File: config.mk
export PLATFORM = sky130hd
export DESIGN_NAME = kbd_rx_ctrl
export DESIGN_NICKNAME = d
export VERILOG_FILES = /design/src/rtl/kbd_rx_ctrl.sv
export SDC_FILE = /design/constraint.sdc
export NUM_CORES = 1
export LEC_CHECK = 0
export ABC_AREA = 1
export BUFFER_PORTS_ARGS = -buffer_cell sky130_fd_sc_hd__buf_2
export CORE_MARGIN = 2
export CORE_UTILIZATION = 25
export DETAILED_ROUTE_END_ITERATION = 8
export GPL_TIMING_DRIVEN = 0
export PLACE_DENSITY = 0.39
export RECOVER_POWER = 100
export REMOVE_ABC_BUFFERS = 1
export SLEW_MARGIN = 20
export SYNTH_ARGS = -nofsm -noshare
export SYNTH_HDL_FRONTEND = slang
export SYNTH_SLANG_ARGS = --single-unit
File: constraint.sdc
create_clock -name clock -period 4.4 [get_ports clock]
set_clock_uncertainty 0.15 [all_clocks]
set_input_delay 0.66 -clock clock [delete_from_list [all_inputs] [get_ports clock]]
set_output_delay 0.66 -clock clock [all_outputs]
set_load 0.05 [all_outputs]
File: src/rtl/kbd_rx_ctrl.sv
// Keyboard receive sequencer: synchronizes the keyboard clock/data, frames start + 8 data bits,
// strobes them into the 74LS322 shift register and raises irq until the host acknowledges.
//   state | meaning
//   IDLE  | waiting for a start bit (sample 1 on a keyboard clock fall)
//   SHIFT | shifting 8 data bits into the ls322, inter-edge timeout running
//   FULL  | scan code ready, irq and keyboard clock inhibit asserted
//   ABORT | one-cycle ls322 clear after timeout or disable
module kbd_rx_ctrl #(
  parameter int unsigned TIMEOUT = 2000
) (
  input  logic clock,
  input  logic reset_n,
  input  logic kbd_clk,
  input  logic kbd_data,
  input  logic enable,
  input  logic ack,
  input  logic rd_n,
  output logic sr_g_n,
  output logic sr_sp_n,
  output logic sr_se_n,
  output logic sr_d0,
  output logic sr_d1,
  output logic sr_ds,
  output logic sr_clr_n,
  output logic sr_oe_n,
  output logic irq,
  output logic kbd_clk_hold,
  output logic frame_err
);

  localparam logic [15:0] TIMEOUT_LD = 16'(TIMEOUT);

  typedef enum logic [1:0] {IDLE, SHIFT, FULL, ABORT} state_t;

  state_t      state;
  logic [1:0]  clk_sync;
  logic [1:0]  data_sync;
  logic        clk_old;
  logic        fall;
  logic        sample;
  logic [2:0]  bit_cnt;
  logic [15:0] timer;

  // ls322 is used in serial-in mode only, with ds as the serial source
  assign sr_sp_n = 1'b1;
  assign sr_se_n = 1'b1;
  assign sr_d0   = 1'b0;
  assign sr_d1   = 1'b1;

  assign fall   = clk_old & ~clk_sync[1];
  assign sample = data_sync[1];

  always_ff @(posedge clock or negedge reset_n) begin
    if (!reset_n) begin
      clk_sync  <= 2'b00;
      data_sync <= 2'b00;
      clk_old   <= 1'b0;
    end else begin
      clk_sync  <= {clk_sync[0], kbd_clk};
      data_sync <= {data_sync[0], kbd_data};
      clk_old   <= clk_sync[1];
    end
  end

  always_ff @(posedge clock or negedge reset_n) begin
    if (!reset_n) begin
      state        <= IDLE;
      bit_cnt      <= 3'd0;
      timer        <= 16'd0;
      sr_g_n       <= 1'b1;
      sr_ds        <= 1'b0;
      sr_clr_n     <= 1'b0;
      sr_oe_n      <= 1'b1;
      irq          <= 1'b0;
      kbd_clk_hold <= 1'b0;
      frame_err    <= 1'b0;
    end else begin
      sr_oe_n   <= rd_n;
      sr_g_n    <= 1'b1;
      sr_clr_n  <= 1'b1;
      frame_err <= 1'b0;
      if (!enable) begin
        state        <= (state == IDLE || state == ABORT) ? IDLE : ABORT;
        sr_clr_n     <= 1'b0;
        kbd_clk_hold <= 1'b1;
        irq          <= 1'b0;
      end else begin
        case (state)
          IDLE: begin
            irq          <= 1'b0;
            kbd_clk_hold <= 1'b0;
            if (fall && sample) begin
              state   <= SHIFT;
              bit_cnt <= 3'd0;
              timer   <= TIMEOUT_LD;
            end
          end
          SHIFT: begin
            // an edge takes priority over a timeout landing in the same cycle
            if (fall) begin
              sr_ds   <= sample;
              sr_g_n  <= 1'b0;
              bit_cnt <= bit_cnt + 3'd1;
              timer   <= TIMEOUT_LD;
              if (bit_cnt == 3'd7) state <= FULL;
            end else if (timer == 16'd0) begin
              state     <= ABORT;
              frame_err <= 1'b1;
              sr_clr_n  <= 1'b0;
            end else begin
              timer <= timer - 16'd1;
            end
          end
          FULL: begin
            if (ack) begin
              state        <= IDLE;
              sr_clr_n     <= 1'b0;
              irq          <= 1'b0;
              kbd_clk_hold <= 1'b0;
            end else begin
              irq          <= 1'b1;
              kbd_clk_hold <= 1'b1;
            end
          end
          default: begin
            state        <= IDLE;
            irq          <= 1'b0;
            kbd_clk_hold <= 1'b0;
          end
        endcase
      end
    end
  end

endmodule

==> metrics.md, run 1 <==
| Metric | Value |
|---|---|
| Run status | complete, but fails checks |
| Failing checks | capacitance limit, slew limit |
| Slew Viols, Final | 34 |
| Vias in the first global route | 1683 |
| Drt drc | 0 |
| Cts hold-fix bufs | 0 |
| Worst-Skew Late Latency | a little under 300 ps |
| CTS Buf Count | 5 |
| WP data arrival | a little over 3000 ps |
| DIE WIDTH | 91.4 um |
| 1st-iter DRT viols | 65 |
| Crit path kind | flip-flop to flip-flop |
| Global-route wire length before repair | roughly 8100 um |
| Rel. slew slack | -23.5% |
| CTS H-Tree Depth | 2 |
| Grt ovf | 0 |
| Initial Utilization | between 20% and 30% |
| Vias/cell | about 4.3 |
| Setup bufs post-CTS | 0 |
| Pre-CTS WS | 2040 ps |
| Post-DRT Antenna Nets | 0 |
| Full die area | 8350 sq um |
| Setup TNS | 0 ps |
| Final setup fails | 0 |
| Pwr dens | slightly above 600 nW/um^2 |
| Clk root buf | clkbuf_8 |
| R2r startpoint | state[1] |
| Core region area | about 7300 sq um |
| CTS Sinks | 33 |
| Largest net degree at the start of global routing | 34 |
| Die Ht | approximately 91 um |
| Ports | 18 |
| Peak VDD IR | roughly 0.24 mV |
| Top cells by area, synth | dfrtp_1, nand2_1, nand3_1, nor2_1, inv_1 |
| Final instance area | approximately 2100 sq um |
| CP Capture Type | flip-flop |
| Synth cell count leaders | nand2_1, nor2_1, dfrtp_1, nand3_1, inv_1 |
| Tot GR Track Use | 12.2% |
| Yosys reg bits | 33 |
| Final period utilization | between 60% and 70% |
| Seq/Total Area, Yosys | between 40% and 50% |
| Design Power | ~1.3 mW |
| Synth-to-Final Area Change | 11.2% |
| Tightest Pin Transition | between 1500 and 2000 ps |
| Reg2reg end | timer[5] |
| Clock transition at path regs | approximately 80 ps |
| Final worst slack | around 1400 ps |
| RSZ-0062 raised after global routing | false |
| CP endpoint | timer[5] |
| Post-synthesis cell area | about 1900 sq um |
| Setup crit start | state[1] |
| Routed length per instance | around 12 um |
| Max-cap violation count | 1 |
| Post-CTS sizing | 0 |
| Top-count cell post-synth | nand2_1 |
| R2r setup slk | approximately 1400 ps |
| Post-layout minimum cycle time | about 3000 ps |
| Max Root-Sink Buffers | 2 |
| Dpl cell area | 2040 sq um |
| Worst Path Required | around 4400 ps |
| Initial antenna violation count | 0 |
| FMAX | ~0.33 GHz |
| Synth Warn # | 0 |
| Synth Instances | around 260 |
| Fin nets | 282 |
| Final hold vios | 0 |
| Avg Cell Area, Syn | around 7.5 sq um |
| Crit-path max FO | 21 |
| Gpl congestion | roughly 0.80 |
| Drt total wl | 4480 um |
| Yosys cell types | 25 |
| ANT cells | 0 |
| Worst reg-to-reg path cell count | 9 |
| Share of cells above drive strength 1 | approximately 8.1% |
| Cell accounting for the most synthesized area | dfrtp_1 |
| Ys flop type | dfrtp_1 |
| Async set-reset flop share out of synthesis | between 90% and 100% |
| Std cell rows | 31 |
| Number of synthesized flops with an enable pin | 0 |
| Share of the synthesized area in the top cell type | 40.7% |
| Leak | around 1.0 nW |
| Via count | between 1500 and 2000 |
| PortBufs | 13 |
| TritonCTS clock tree | built |
| HPWL after DPL | around 3200 um |
| Pre-antenna DRT Iters | 4 |
| Nature of the critical path startpoint | flip-flop |
| Hold Crit Class | flip-flop to flip-flop |
==> routing by layer <==
metal,track usage (%),wire (um)
met3,2.82,161
met5,0,0
met1,16.0,2230
met4,3.41,42
met2,20.2,2050
==> cell usage in the layout (no fill, tap or decap) <==
cell / synthesis / final
nand2_1: 70 / 72
nor2_1: 37 / 38
nand3_1: 31 / 31
dfrtp_1: 31 / 31
inv_1: 29 / 30
o21ai_0: 6 / 14
clkbuf_1: 0 / 9
nand4_1: 7 / 7
ha_1: 6 / 6
clkbuf_8: 0 / 5
buf_2: 2 / 5
conb_1: 2 / 4
nand2_4: 3 / 2
mux2_2: 2 / 2
a21oi_1: 2 / 2
a22o_1: 2 / 2
dfstp_2: 2 / 2
nor2_4: 2 / 1
nor2_2: 1 / 1
inv_2: 2 / 1
nor2_8: 1 / 1
clkinv_1: 1 / 1
nor3_1: 1 / 1
bufinv_16: 0 / 1
clkinv_2: 0 / 1
==> sequential cells by signal, summed over array words and instances (netlist names) <==
register	cells
timer	16
bit_cnt	3
clk_sync	2
data_sync	2
state	2
clk_old	1
frame_err	1
irq	1
kbd_clk_hold	1
sr_clr_n	1
sr_ds	1
sr_g_n	1
sr_oe_n	1
==> cell type report <==
type | count | area, sq um
clock buffer | 6 | 72.6
clock inverter | 2 | 35.0
fill | 819 | 5210
inverter | 32 | 120
multi-input combinational | 184 | 887
sequential | 33 | 828
tap | 99 | 124
timing repair buffer | 13 | 55.1
==> power breakdown <==
| group | total (mW) | internal [mW] | leakage, nW | switching [mW] |
|---|---|---|---|---|
| sequential | 0.438 | 0.378 | 0.408 | 0.0594 |
| combinational | 0.596 | 0.159 | 0.583 | 0.437 |
| clock | 0.289 | 0.168 | 0.0552 | 0.121 |
==> how the worst min path moves through the flow <==
stage	to	slack (ps)	start	cells past startpoint
2_1_floorplan	clk_sync[1]	180	clk_sync[0]	0
3_3_place_gp	clk_sync[1]	180	clk_sync[0]	0
3_5_place_dp	clk_sync[1]	190	clk_sync[0]	0
4_1_cts	clk_sync[1]	200	clk_sync[0]	0
5_1_grt	clk_sync[1]	210	clk_sync[0]	0
6_report	clk_sync[1]	200	clk_sync[0]	0
==> cells by family (layout without fill, tap and decap cells) <==
family | count (synthesis) | count (layout) | synth area share [%]
buf+inv | 40 | 53 | 9.57
compound gates | 18 | 18 | 5.12
other cells | 2 | 4 | 0.394
simple gates | 154 | 154 | 36.4
fa+ha+maj | 6 | 6 | 3.93
mux | 2 | 2 | 1.18
flops | 33 | 33 | 43.4
==> worst max-delay path, cell delays in order, from the launching register on <==
cell     delay [ps]
dfrtp_1         400
inv_1           100
ha_1            480
inv_1           360
nor2_1          360
inv_1           150
nand2_4         160
nand2_1         420
nand2_1         190
o21ai_0          90
==> through the flow <==
step / utilization [%] / hold slack, ps / instances
after floorplan: - / 181 / 249
after global placement: 27.9 / 181 / 361
after detailed placement: 27.9 / 186 / 361
after CTS: 29.3 / 203 / 369
after global routing: 28.9 / 208 / 369
final: 28.9 / 199 / 369
No activity file was read; power rests on OpenSTA's default activity.
==> run 2: changes to the inputs <==
==> constraint.sdc (replaced) <==
create_clock -name clock -period 3.1 [get_ports clock]
set_clock_uncertainty 0.15 [all_clocks]
set_input_delay 0.465 -clock clock [delete_from_list [all_inputs] [get_ports clock]]
set_output_delay 0.465 -clock clock [all_outputs]
set_load 0.05 [all_outputs]
==> run 2 against run 1 <==
Against the previous run: the flow still finishes with violations (capacitance limit, slew limit); flip-flop and latch count did not move; critical path depth is the same; clock-buffer cell count unchanged; maximum frequency rose by 20%; combinational power grew 45%.
==> metrics.md, run 2 (synthesized netlist as in run 1, its figures left out) <==
| Metric | Value |
|---|---|
| Run status | complete, but fails checks (unchanged) |
| Failing checks | capacitance limit, slew limit (unchanged) |
| Register area | 828 sq um (unchanged) |
| Final hold slack | 125 ps (was 199 ps) |
| Slew Viols, Final | 34 (unchanged) |
| Drt drc | 0 (unchanged) |
| Pwr dens | 886 nW/um^2 (was 623 nW/um^2) |
| Clock transition at path regs | 80 ps (about the same) |
| Routed length per instance | 12.2 um (was 12.1 um) |
| Final cell utilization of the core | 29.2% (was 28.9%) |
| Multi-input combinational cell area | 902 sq um (was 887 sq um) |
| HPWL after DPL | 3190 um (unchanged) |
| CTS Sinks | 33 (unchanged) |
| Clock network fraction of total power | 21.7% (was 21.9%) |
| Met2 routed WL | 2050 um (about the same) |
| Core region area | 7330 sq um (unchanged) |
| Highest Signal Layer | met4 (unchanged) |
| Fillers | 816 (was 819) |
| Gpl congestion | 0.796 (unchanged) |
| Peak VDD IR | 0.339 mV (was 0.239 mV) |
| Final instance area | 2140 sq um (was 2120 sq um) |
| Drt total wl | 4490 um (was 4480 um) |
| Crit path kind | flip-flop to flip-flop (unchanged) |
| Max reg flops | 16 (unchanged) |
| Vias/cell | 4.34 (about the same) |
| DIE WIDTH | 91.4 um (unchanged) |
| FMAX | 0.399 GHz (was 0.331 GHz) |
| Sequential Power Share | 32.8% (was 33.1%) |
| Most frequent cells in the layout | nand2_1, nor2_1, nand3_1, dfrtp_1, inv_1 (unchanged) |
| Final hold vios | 0 (unchanged) |
| Std cell rows | 31 (unchanged) |
| Fin nets | 282 (unchanged) |
| Clk root buf | clkbuf_8 (unchanged) |
| Wire length on met3 | 161 um (unchanged) |
| Leak | 1.05 nW (about the same) |
| Initial antenna violation count | 0 (unchanged) |
| CTS H-Tree Depth | 2 (unchanged) |
| Cts hold-fix bufs | 0 (unchanged) |
| Setup TNS | 0 ps (unchanged) |
| 1st-iter DRT viols | 60 (was 65) |
| RSZ-0062 raised after global routing | false (unchanged) |
| Largest register by flop count | timer (unchanged) |
| PortBufs | 13 (unchanged) |
| Max Root-Sink Buffers | 2 (unchanged) |
| Synth-to-Final Area Change | 12.0% (was 11.2%) |
| Sw Pwr | 0.885 mW (was 0.617 mW) |
| CTS Buf Count | 5 (unchanged) |
| Tot GR Track Use | 12.2% (unchanged) |
| Hold Crit Class | input pin to flip-flop (was flip-flop to flip-flop) |
| Worst-Skew Late Latency | 290 ps (about the same) |
| Full die area | 8350 sq um (unchanged) |
| Post-CTS sizing | 0 (unchanged) |
| Post-DRT Antenna Nets | 0 (unchanged) |
| Largest net degree at the start of global routing | 34 (unchanged) |
| Post-layout minimum cycle time | 2510 ps (was 3020 ps) |
| Comb pwr share | 45.5% (was 45.0%) |
| Tightest Pin Transition | 1850 ps (about the same) |
| Sw Share | 46.7% (was 46.6%) |
| Via count | 1600 (was 1603) |
| Die Ht | 91.4 um (unchanged) |
| Rel. slew slack | -23.5% (about the same) |
| Internal power | 1.01 mW (was 0.706 mW) |
| ANT cells | 0 (unchanged) |
| Final setup fails | 0 (unchanged) |
| Nature of the critical path startpoint | flip-flop (unchanged) |
| Final period utilization | 80.9% (was 68.7%) |
| Worst Path Required | 3120 ps (was 4390 ps) |
| Dpl cell area | 2040 sq um (unchanged) |
| Vias in the first global route | 1683 (unchanged) |
| Initial Utilization | 26.0% (unchanged) |
| Grt ovf | 0 (unchanged) |
| Crit-path max FO | 21 (unchanged) |
| Global-route wire length before repair | 8080 um (unchanged) |
| Pre-antenna DRT Iters | 4 (unchanged) |
| Largest registers | timer: 16 flops, bit_cnt: 3 flops (unchanged) |
| TritonCTS clock tree | built (unchanged) |
| CP Capture Type | flip-flop (unchanged) |
| WP data arrival | 2520 ps (was 3020 ps) |
| Commonest non-fill, non-tap cell in the layout | nand2_1 (unchanged) |
| Ports | 18 (unchanged) |
| Max-cap violation count | 1 (unchanged) |
| Setup bufs post-CTS | 0 (unchanged) |
| Share of cells above drive strength 1 | 8.89% (was 8.15%) |
| M1 WL | 2240 um (was 2230 um) |
-- run 2: cell counts in the layout (fill, tap and decap cells not counted) --
No cell type changed its count.
-- run 2: critical path, stage by stage, from the launching register on --
cell     delay [ps]
dfrtp_1         400
inv_1           100
ha_1            480
inv_1           380
nor2_4          250
inv_1           110
nand2_4         160
nand2_4         170
nand2_1         110
o21ai_0          70
-- run 2: area by class of cell --
type	count	share of cell area, %
timing repair buffer	13	2.58
clock buffer	6	3.40
tap	99	5.80
clock inverter	2	1.64
multi-input combinational	184	42.2
sequential	33	38.8
inverter	32	5.62
-- run 2: metrics by stage --
| step | instances | power [mW] | worst slack (ps) |
|---|---|---|---|
| floorplan | 249 | 1.29 | 1330 |
| finish | 369 | 1.89 | 593 |
| global placement | 361 | 1.53 | 705 |
| CTS | 369 | 1.95 | 717 |
| global route | 369 | 2.08 | 365 |
| detailed placement | 361 | 1.53 | 742 |
-- run 2: worst paths after layout --
kind | start | depth (start not counted) | slack (ps) | endpoint
max in group asynchronous | reset_n | 1 | 1210 | data_sync[0]
min reg2reg | clk_sync[0] | 0 | 200 | clk_sync[1]
min | rd_n | 1 | 130 | sr_oe_n
max | state[1] | 9 | 590 | timer[5]
min in group asynchronous | reset_n | 1 | 530 | timer[7]
max reg2reg | state[1] | 9 | 590 | timer[5]
-- run 2: power by group through the flow --
stage / clock (mW) / combinational [mW] / sequential [mW]
6_report: 0.411 / 0.862 / 0.621
5_1_grt: 0.441 / 0.998 / 0.640
4_1_cts: 0.423 / 0.900 / 0.622
3_5_place_dp: 0 / 0.897 / 0.631
3_3_place_gp: 0 / 0.898 / 0.631
2_1_floorplan: 0 / 0.610 / 0.679
-- run 2: per-layer routing --
metal	GRT usage [%]	vias up
met5	0	-
met4	3.41	0
met3	2.82	4
met2	20.2	24
met1	16.0	747
li1	-	825
